**src/rtl/clk_ctl_pkg.sv**
```systemverilog
// clk_ctl_pkg: shared state encoding and half-period constants for the
// programmable CPU clock controller (clk_ctl) and its phase counter.
package clk_ctl_pkg;

   typedef enum logic [1:0] {
      ST_HALT = 2'd0,
      ST_RUN  = 2'd1,
      ST_STEP = 2'd2
   } state_t;

   // Half-period (in clk_in cycles) loaded by reset: 12-cycle period, 1 MHz from 12 MHz.
   localparam int unsigned DEFAULT_HALF = 6;

   // Smallest legal half-period; a config value of 0 is raised to this.
   localparam int unsigned MIN_HALF = 1;

endpackage

```
**src/rtl/clk_ctl_phase_counter.sv**
```systemverilog
// phase_counter: counts clk_in cycles within one phi2 phase and flags the
// terminal count (count == half-1). Synchronous clear has priority over enable.
module phase_counter
   import clk_ctl_pkg::*;
#(
   parameter int DIV_W = 4
) (
   input  logic             clk,
   input  logic             rst,
   input  logic             en,
   input  logic             clr,
   input  logic [DIV_W-1:0] half,
   output logic [DIV_W-1:0] count,
   output logic             tc
);

   // Phase cycle counter: cleared at phase end or while halted, else advances when enabled.
   always_ff @(posedge clk or posedge rst) begin
      if (rst) begin
         count <= {DIV_W{1'b0}};
      end else if (clr) begin
         count <= {DIV_W{1'b0}};
      end else if (en) begin
         count <= count + {{(DIV_W-1){1'b0}}, 1'b1};
      end else begin
         count <= count;
      end
   end

   // half is never below 1, so half-1 cannot wrap.
   assign tc = (count == (half - {{(DIV_W-1){1'b0}}, 1'b1}));

endmodule

```
**src/rtl/clk_ctl.sv**
```systemverilog
// clk_ctl: programmable CPU clock controller. Produces a registered phi2 with
// one-cycle rise/fall strobes from clk_in, sequencing run / halt / single-step
// so phi2 only stops low and no phase is ever shortened.
// Build option: define CLK_CTL_STEP_EN to include the single-step (STEP) state;
// without it step_req is ignored and step_done stays 0.
module clk_ctl
#(
   parameter int DIV_W    = 4,
   parameter int DEF_HALF = clk_ctl_pkg::DEFAULT_HALF
) (
   input  logic             clk_in,
   input  logic             reset,
   input  logic             run_req,
   input  logic             step_req,
   input  logic             cfg_valid,
   input  logic [DIV_W-1:0] cfg_half,
   output logic             cfg_ready,
   output logic             phi2,
   output logic             phi2_rise,
   output logic             phi2_fall,
   output logic             halted,
   output logic             step_done
);
   import clk_ctl_pkg::*;

   state_t           state;
   state_t           state_nx;
   logic [DIV_W-1:0] half_reg;
   logic [DIV_W-1:0] half_nx;
   logic [DIV_W-1:0] count;
   logic [DIV_W-1:0] count_nx;
   logic             tc;
   logic             cnt_en;
   logic             cnt_clr;
   logic             accept;
   logic             phi2_nx;
   logic             rise_nx;
   logic             fall_nx;
   logic             halted_nx;
   logic             step_done_nx;
   logic             cfg_ready_nx;

`ifndef CLK_CTL_STEP_EN
   logic unused_step;
   assign unused_step = step_req;
`endif

   // Raise a zero half-period to the minimum so the counter always terminates.
   function automatic logic [DIV_W-1:0] clamp_half(input logic [DIV_W-1:0] v);
      if (v < DIV_W'(MIN_HALF)) begin
         return DIV_W'(MIN_HALF);
      end else begin
         return v;
      end
   endfunction

   phase_counter #(
      .DIV_W (DIV_W)
   ) u_phase_counter (
      .clk   (clk_in),
      .rst   (reset),
      .en    (cnt_en),
      .clr   (cnt_clr),
      .half  (half_reg),
      .count (count),
      .tc    (tc)
   );

   // Next-state, phi2/strobe, config and lookahead-ready decode.
   always_comb begin
      state_nx     = state;
      phi2_nx      = phi2;
      rise_nx      = 1'b0;
      fall_nx      = 1'b0;
      step_done_nx = 1'b0;
      accept       = cfg_valid & cfg_ready;
      if (accept) begin
         half_nx = clamp_half(cfg_half);
      end else begin
         half_nx = half_reg;
      end

      case (state)
         ST_HALT: begin
            phi2_nx = 1'b0;
            if (run_req) begin
               state_nx = ST_RUN;
            end
`ifdef CLK_CTL_STEP_EN
            else if (step_req) begin
               state_nx = ST_STEP;
            end
`endif
            else begin
               state_nx = ST_HALT;
            end
         end
         ST_RUN: begin
            if (!phi2 && !run_req) begin
               // Low phase may only be stretched, so stop right here.
               state_nx = ST_HALT;
            end else if (tc) begin
               phi2_nx = ~phi2;
               rise_nx = ~phi2;
               fall_nx = phi2;
               if (phi2 && !run_req) begin
                  state_nx = ST_HALT;
               end else begin
                  state_nx = ST_RUN;
               end
            end else begin
               state_nx = ST_RUN;
            end
         end
`ifdef CLK_CTL_STEP_EN
         ST_STEP: begin
            if (tc) begin
               phi2_nx = ~phi2;
               rise_nx = ~phi2;
               fall_nx = phi2;
               if (phi2) begin
                  step_done_nx = 1'b1;
                  state_nx     = run_req ? ST_RUN : ST_HALT;
               end else begin
                  state_nx = ST_STEP;
               end
            end else begin
               state_nx = ST_STEP;
            end
         end
`endif
         default: begin
            state_nx = ST_HALT;
            phi2_nx  = 1'b0;
         end
      endcase

      cnt_en  = (state != ST_HALT);
      cnt_clr = tc | (state_nx == ST_HALT);
      if (cnt_clr) begin
         count_nx = {DIV_W{1'b0}};
      end else if (cnt_en) begin
         count_nx = count + {{(DIV_W-1){1'b0}}, 1'b1};
      end else begin
         count_nx = count;
      end

      halted_nx    = (state_nx == ST_HALT);
      // Ready next cycle when halted or when that cycle ends a high phase.
      cfg_ready_nx = halted_nx |
                     (phi2_nx & (count_nx == (half_nx - {{(DIV_W-1){1'b0}}, 1'b1})));
   end

   // State, half-period and all registered outputs.
   always_ff @(posedge clk_in or posedge reset) begin
      if (reset) begin
         state     <= ST_HALT;
         half_reg  <= DIV_W'(DEF_HALF);
         phi2      <= 1'b0;
         phi2_rise <= 1'b0;
         phi2_fall <= 1'b0;
         halted    <= 1'b1;
         step_done <= 1'b0;
         cfg_ready <= 1'b1;
      end else begin
         state     <= state_nx;
         half_reg  <= half_nx;
         phi2      <= phi2_nx;
         phi2_rise <= rise_nx;
         phi2_fall <= fall_nx;
         halted    <= halted_nx;
         step_done <= step_done_nx;
         cfg_ready <= cfg_ready_nx;
      end
   end

endmodule

```
**config.mk**
```make
export PLATFORM = sky130hd
export DESIGN_NAME = clk_ctl
export DESIGN_NICKNAME = d
export VERILOG_FILES = /design/src/rtl/clk_ctl_pkg.sv /design/src/rtl/clk_ctl_phase_counter.sv /design/src/rtl/clk_ctl.sv
export SDC_FILE = /design/constraint.sdc
export NUM_CORES = 1
export LEC_CHECK = 0
export ABC_AREA = 1
export BUFFER_PORTS_ARGS = -buffer_cell sky130_fd_sc_hd__buf_4
export CORE_UTILIZATION = 41
export CTS_CLUSTER_SIZE = 8
export DETAILED_ROUTE_END_ITERATION = 10
export PLACE_DENSITY_LB_ADDON = 0.15
export SLEW_MARGIN = 20
export SYNTH_ARGS = -nofsm -noshare
export SYNTH_HDL_FRONTEND = slang
export SYNTH_SLANG_ARGS = --single-unit
```
**constraint.sdc**
```tcl
create_clock -name clk_in -period 3.89 [get_ports clk_in]
set_input_delay 0.389 -clock clk_in [delete_from_list [all_inputs] [get_ports clk_in]]
set_output_delay 0.389 -clock clk_in [all_outputs]
set_load 0.01 [all_outputs]
```
======== Yosys cells after proc, flatten, opt, wreduce, memory -nomap -nowiden ========
Index checks and enable logic that the tools add are counted.
word-level totals
  flip-flop bits (word level) ............. 15
  output and inout bits ................... 6
  input port bits ......................... 9
  logic and storage cells ................. 45
operators by class
  reduce and logical (&&, ||, !) cells .... 7
  equal/unequal tests ..................... 3
  multiplexer cells ....................... 18
  $add $sub $neg .......................... 3
  bitwise operators ....................... 5
  $lt $le $gt $ge ......................... 1
operators by type and width
  cell                 number
  $mux 4               4
  $mux 1               11
  $eq 4x4->1           2
  $sub 4x1->4 const B  2
  $add 4x1->4 const B  1
  $logic_not 2->1      2
  $lt 4x1->1 const B   1
  $mux 2               2
  $pmux 2 s2           1
  $and 1x1->1          2
  $eq 2x1->1 const B   1
  $logic_and 1x1->1    2
  $logic_not 1->1      2
  $or 1x1->1           2
  $reduce_bool 2->1    1
  $not 1->1            1

======== Logic depth before layout (Yosys ltp) ========
Gate-level depths: netlist of the first run.
  depth after elaboration ................. 12
  gate-level depth with buffers ........... 16
  mapped depth without buffers ............ 16

======== Modules after synthesis ========
A second synthesis of the first run with hierarchy kept.
unflattened totals
  cells, all modules ...................... 171
  area total of the unflattened synthesis .. 1119.8 sq um
modules (own cells, without submodules)
  module         sequential area each (sq um)  times used  cells each  area each (sq um)
  clk_ctl        255.2                         1           112         772.0
  phase_counter  100.1                         1           59          347.8

======== Least setup slack after synthesis of the first run ========
Ideal clock, no wire load.
  path type ............................... register to register
  start ................................... reg half_reg[1]
  end ..................................... reg cfg_ready
  slack ................................... 1.789 ns
  data required time ...................... 3.830 ns
  period minus slack after synthesis ...... 2.101 ns
  buffers on the path ..................... 0
  stages on the path, launching flop included .. 16
  setup time .............................. 0.060 ns
  arrival ................................. 2.040 ns
  cell sequence ........................... dfstp_2 inv_1 ha_1 nand2_1 inv_1 nor2_1 nand2_1 nor2_4 nand2_4 inv_1 ha_1 nor3_1 nand2_1 nor2_1 nand3_1 nand2_1
on the way
  elaborated cells on any way between the ends .. 16
  classes of those cells .................. 2 x add/sub; 2 x eq/ne; 8 x mux; 3 x bitwise; 1 x reduce/logical
RTL lines
  what                      RTL line                     RTL
  start: declaration        clk_ctl.sv:28                logic [DIV_W-1:0] half_reg;
  start signal: assignment  clk_ctl.sv:158               half_reg <= DIV_W'(DEF_HALF);
  start signal: assignment  clk_ctl.sv:167               half_reg <= half_nx;
  $sub 4x1->4               clk_ctl_phase_counter.sv:31  assign tc = (count == (half - {{(DIV_W-1){1'b0}}, 1'b1}));
  $eq 4x4->1                clk_ctl_phase_counter.sv:31
  $mux 1                    clk_ctl.sv:102               end else if (tc) begin
  $mux 1                    clk_ctl.sv:99                if (!phi2 && !run_req) begin
  $mux 1                    clk_ctl.sv:83                case (state)
  via phi2_nx               clk_ctl.sv:36                logic phi2_nx;
  $and 1x1->1               clk_ctl.sv:151               (phi2_nx & (count_nx == (half_nx - {{(DIV_W-1){1'b0}}, 1'b1})));
  $or 1x1->1                clk_ctl.sv:150               cfg_ready_nx = halted_nx |
  via cfg_ready_nx          clk_ctl.sv:41                logic cfg_ready_nx;
  end signal: assignment    clk_ctl.sv:173               cfg_ready <= cfg_ready_nx;
  end: declaration          clk_ctl.sv:17                output logic cfg_ready,
The timed path passes the listed nets, and every way through them passes these cells.

======== Worst setup path in the final report of the first run ========
Same ends and word-level chain as after synthesis.

==> results.json, run 1 <==
{
  "period_share_pct": 61.6,
  "max_stage_delay_ns": 0.52,
  "cts_resized": 0,
  "cts_tree": "built",
  "clock_tree.htree_level_count": 1,
  "fp.dieH_um": 50.6,
  "rsz0062_at_grt": "no",
  "vdd_drop_max_v": 0.000219,
  "final_nets": 158,
  "rows": 17,
  "core-area_sq_um": 2210,
  "setup_violations": 0,
  "syn_avg_cell_area_sq_um": 7.52,
  "syn-num-nets": 143,
  "clock_path_buffers": 2,
  "synth_warnings": 0,
  "cts-buffers-inserted": 3,
  "cts.sinks": 14,
  "synth_xor_area_share_pct": 3.61,
  "hold_viol_final": 0,
  "r2r-end": "cfg_ready",
  "num-fill-cells": 232,
  "place_congestion": 0.819,
  "ant_nets": 0,
  "port_buffers": 12,
  "drt-total-wl_um": 1670,
  "ios": 15,
  "synth_mux_area_share_pct": 0,
  "sw_frac_of_total_pct": 35.7,
  "initial_core_util_pct": 43.8,
  "clock_latency_ns": 0.28,
  "path_cells": "inv_1, ha_1, nand2_1, inv_1, nor2_1, nand2_1, nor2_4, nand2_4, inv_1, ha_1, nor3_1, nand2_1, nor2_1, nand3_1, nand2_1",
  "synth_seq_area_share_pct": 36.6,
  "worstSetupPathType": "register to register",
  "yosys.area.top_type_share_pct": 25.8,
  "drt_iter0_drc": 9,
  "synth_edf_count": 0,
  "cts_setup_buffers": 0,
  "drive_gt1_share_pct": 21.0,
  "post-dp-hpwl_um": 1370,
  "crit_path_max_fanout": 8,
  "synth_area_leaders": "dfrtp_1 26%, nand2_1 13%, inv_1 11%",
  "synth-simple-area-share_pct": 28.4,
  "cellInternalPower_mw": 0.251,
  "post-route-min-period_ns": 2.39,
  "ctsRootBufferMaster": "clkbuf_4",
  "slew-limit-headroom_pct": 64.7,
  "worst_pin_slew_ns": 0.530,
  "ys_ff_latch": 14,
  "area_growth_pct": 14.3,
  "drt_first_pass_iters": 4,
  "vias_per_cell": 4.55,
  "grt_pass1_wl_um": 3010,
  "crit_top_cell": "nand2_1",
  "cp-end-kind": "register",
  "cp_slowest_cell": "dfstp_2",
  "synthTopCellsByCount": "33 x nand2_1, 29 x inv_1, 10 x dfrtp_1, 10 x nor2_1, 6 x nand3_1",
  "grt_use_total_pct": 16.3,
  "dieArea_sq_um": 2560,
  "diodes": 0,
  "rrSetupSlack_ns": 1.50,
  "synth_top_family_by_area": "simple AND/OR/NAND/NOR gates",
  "required_ns": 4.12,
  "final-max-slew-violation-count": 0,
  "synth_cell_types": 29,
  "status": "completed",
  "grt_overflow": 0,
  "power.density_nw_per_um2": 352,
  "p_leak_nw": 0.645,
  "synth_top_cell_by_area": "dfrtp_1",
  "synth_cells": 129,
  "dr_total_vias": 778,
  "grt_pass1_vias": 737,
  "fin_skew_ns": 0.00476,
  "synth-adder-area-share_pct": 6.45,
  "synth_compound_area_share_pct": 11.6,
  "syn_area_sq_um": 970,
  "dp.cells": 167,
  "maxCapViolCount": 0,
  "ctsHoldBuffers": 0,
  "pwr-share-seq_pct": 44.3,
  "p_switching_mw": 0.139,
  "critPathLaunchType": "register",
  "antenna_found_initial": 0,
  "worstHoldPathType": "primary input to asynchronous set/reset pin",
  "yosysMostFrequentCell": "nand2_1",
  "max_clock_freq_ghz": 0.418,
  "setup_tns_ns": 0,
  "final_cells": 171,
  "ys_async_sr_fraction_pct": 100,
  "path_clk_slew_ns": 0.08,
  "grt_start_max_net_pins": 15,
  "comb_power_share_pct": 33.4,
  "synthFlopType": "dfrtp_1",
  "arrival_ns": 2.62,
  "power.share.clock_pct": 22.4,
  "worstSetupStartpoint": "half_reg[1]",
  "drc_errors": 0,
  "fp.dieW_um": 50.6,
  "r2r-start": "half_reg[1]",
  "utilization_pct": 50.1,
  "ff2ff_path_depth": 15,
  "wl_per_cell_um": 9.78
}
-- final cells by class --
cell class	count	area (sq um)	share of cell area, %
inverter	30	113	10.2
clock buffer	4	26.3	2.37
sequential	14	355	32.1
timing repair buffer	12	90.1	8.13
multi-input combinational	83	489	44.1
tap	28	35.0	3.16
-- kinds of logic after synthesis --
logic type,Yosys count
compound gates,13
xor+xnor,4
fa+ha+maj,5
buf+inv,32
flops,14
other cells,1
simple gates,60
-- power by group through the flow --
stage	registers, mW	clock network, mW	logic (mW)
after detailed placement	0.176	0	0.133
after global placement	0.176	0	0.129
final	0.173	0.0873	0.130
after global routing	0.175	0.0975	0.152
after CTS	0.173	0.0904	0.133
after floorplan	0.174	0	0.105
-- how the worst max path moves through the flow --
stage | end | slack, ns | depth (start not counted)
after floorplan | cfg_ready | 1.79 | 15
after global placement | cfg_ready | 1.54 | 15
after detailed placement | cfg_ready | 1.51 | 15
after CTS | cfg_ready | 1.46 | 15
after global routing | cfg_ready | 1.29 | 15
final | cfg_ready | 1.50 | 15
-- worst max-delay path: cells and delay by family, from the launching register on --
kind | cells | cell delay [ns]
and+or+nand+nor | 10 | 1.10
DFF | 1 | 0.52
adders and majority gates | 2 | 0.52
buffers and inverters | 3 | 0.20
-- placed cells by master, fill, tap and decap left out --
cell type	n
nand2_1	33
inv_1	29
buf_4	12
nor2_1	10
dfrtp_1	10
nand3_1	6
ha_1	5
xor2_1	4
dfstp_2	4
o211ai_1	3
clkbuf_4	3
nand2_2	2
nor2_2	2
o21ai_0	2
o2111ai_1	2
nor3b_1	2
inv_2	1
o21ai_2	1
o21a_1	1
a21oi_4	1
nor2_4	1
nand3_2	1
nand2_4	1
a21oi_1	1
o21ai_4	1
nand4_1	1
nor3_1	1
a2bb2oi_1	1
conb_1	1
clkbuf_1	1
-- per-stage QoR --
stage	cell area (sq um)	setup slack [ns]	hold WS, ns	power, mW
2_1_floorplan	970	1.79	0.275	0.278
3_3_place_gp	1080	1.54	0.460	0.305
3_5_place_dp	1080	1.51	0.464	0.309
4_1_cts	1110	1.46	0.149	0.397
5_1_grt	1110	1.29	0.198	0.425
6_report	1110	1.50	0.135	0.391
-- per-layer routing --
layer  wire (um)  vias up  part of all wire, %  global-route usage (%)
met3          18        4                  1.1                    1.82
met5           0        -                    0                       0
met2         783        6                   47                    25.1
met1         834      342                   50                    21.3
li1            -      426                    -                       -
met4          37        0                  2.2                    11.1
Power figures use the tool's default switching activity.
==> run 2, diff against run 1 <==
Clock period 3.89 ns to 2 ns, I/O delays scaled along.
==> results.json, run 2 (same netlist as run 1, synthesis figures left out) <==
{
  "vdd_drop_max_v": 0.000456,
  "place_congestion": 0.851,
  "max_stage_delay_ns": 0.53,
  "drt_first_pass_iters": 4,
  "final_common_cell": "nand2_1",
  "dr_total_vias": 851,
  "whs_path_depth": 2,
  "cts.sinks": 14,
  "final_nets": 169,
  "slew-limit-headroom_pct": 63.6,
  "post-dp-hpwl_um": 1500,
  "final_cells": 182,
  "cts-buffers-inserted": 3,
  "wl_met2_um": 922,
  "fp.dieW_um": 50.6,
  "critPathLaunchType": "register",
  "port_buffers": 12,
  "drive_gt1_share_pct": 33.1,
  "vias_per_cell": 4.68,
  "dp_slack_ns": -0.106,
  "met1Wirelength_um": 929,
  "status": "completed",
  "worstHoldPathType": "primary input to register",
  "setup_tns_ns": 0,
  "r2r-start": "half_reg[1]",
  "rsz0062_at_grt": "yes",
  "setup_violations": 0,
  "final_area_sq_um": 1260,
  "timing.final.ws_setup_ns": 0.0333,
  "max_clock_freq_ghz": 0.508,
  "drt_iter0_drc": 18,
  "grt_pass1_vias": 784,
  "initial_core_util_pct": 43.8,
  "num-fill-cells": 229,
  "fp.dieH_um": 50.6,
  "antenna_found_initial": 0,
  "grt_use_total_pct": 17.7,
  "min_from": "run_req",
  "drc_errors": 0,
  "dpl-instance-area_sq_um": 1150,
  "cts_tree": "built",
  "drt-total-wl_um": 1920,
  "worstSetupStartpoint": "half_reg[1]",
  "final-max-slew-violation-count": 0,
  "cp_slowest_cell": "dfstp_2",
  "period_share_pct": 98.3,
  "grt_start_max_net_pins": 15,
  "dp.cells": 174,
  "diodes": 0,
  "final_cell_mix": "31 x nand2_1, 26 x inv_1, 21 x buf_4",
  "hold_viol_final": 0,
  "arrival_ns": 2.20,
  "grt_pass1_wl_um": 3370,
  "rows": 17,
  "ant_nets": 0,
  "clock_latency_ns": 0.29,
  "core-area_sq_um": 2210,
  "utilization_pct": 56.8,
  "maxCapViolCount": 0,
  "path_clk_slew_ns": 0.09,
  "post-route-min-period_ns": 1.97,
  "worstSetupPathType": "register to register",
  "clock_tree.htree_level_count": 1,
  "power.density_nw_per_um2": 702,
  "cp-end-kind": "register",
  "clock_path_buffers": 2,
  "dieArea_sq_um": 2560,
  "path_cells": "inv_2, ha_4, nand2_2, inv_2, nor2_2, nand2_2, nor2_4, nand2_4, inv_4, ha_4, nor3_4, nand2_1, nor2_2, nand3_1, nand2_1",
  "required_ns": 2.23,
  "ios": 15,
  "top_layer": "met4",
  "p_leak_nw": 0.708,
  "route.met3.wl_um": 47,
  "worst_pin_slew_ns": 0.545,
  "fin_skew_ns": 0.00962,
  "crit_path_max_fanout": 2,
  "ff2ff_path_depth": 15,
  "grt_overflow": 0,
  "area_growth_pct": 29.5,
  "ctsRootBufferMaster": "clkbuf_4",
  "wl_per_cell_um": 10.5
}
[run 2: cell type report]
type	instances	area [sq um]	share of cell area (%)
Sequential cell	14	355	28.3
Multi-Input combinational cell	83	536	42.6
Clock buffer	4	36.3	2.89
Timing Repair Buffer	23	179	14.2
Tap cell	28	35.0	2.79
Inverter	30	115	9.16
[run 2: path summary, 6_finish.rpt]
kind | to | slack, ns
hold / removal | halted | 0.13
max in group asynchronous | halted | 1.11
min in group asynchronous | phi2_rise | 0.50
setup reg to reg | cfg_ready | 0.03
hold reg to reg | half_reg[2] | 0.55
setup / recovery | cfg_ready | 0.03
[run 2: per-stage QoR]
stage          hold slack [ns]  total power [mW]
2_1_floorplan           0.0864             0.550
3_3_place_gp             0.277             0.633
3_5_place_dp             0.281             0.641
4_1_cts                  0.123             0.880
5_1_grt                  0.136             0.945
6_report                 0.134             0.882
[run 2: repair_timing]
action | in CTS | in global routing
setup buffers | 4 | 0
hold endpoints to repair | 10 | 0
resized for setup | 5 | 5
setup endpoints to repair | 1 | 3
hold buffers | 1 | 0
pin swaps | 5 | 8
[run 2: worst max-delay path: cells and delay by family, from the launching register on]
family | cells | cell delay [ns]
AND/OR/NAND/NOR | 10 | 0.85
flip-flops | 1 | 0.53
adder cells (fa/ha/maj) | 2 | 0.40
buffers and inverters | 3 | 0.14
[run 2: power by group]
part	internal, mW	switching [mW]	total, mW
clock network	0.111	0.102	0.213
registers	0.313	0.0204	0.333
logic	0.146	0.190	0.336
total	0.570	0.313	0.882
[run 2: per-layer routing]
metal | global-route usage, % | vias up
li1 | - | 444
met4 | 6.94 | 0
met5 | 0 | -
met3 | 1.82 | 2
met2 | 29.3 | 13
met1 | 23.6 | 392
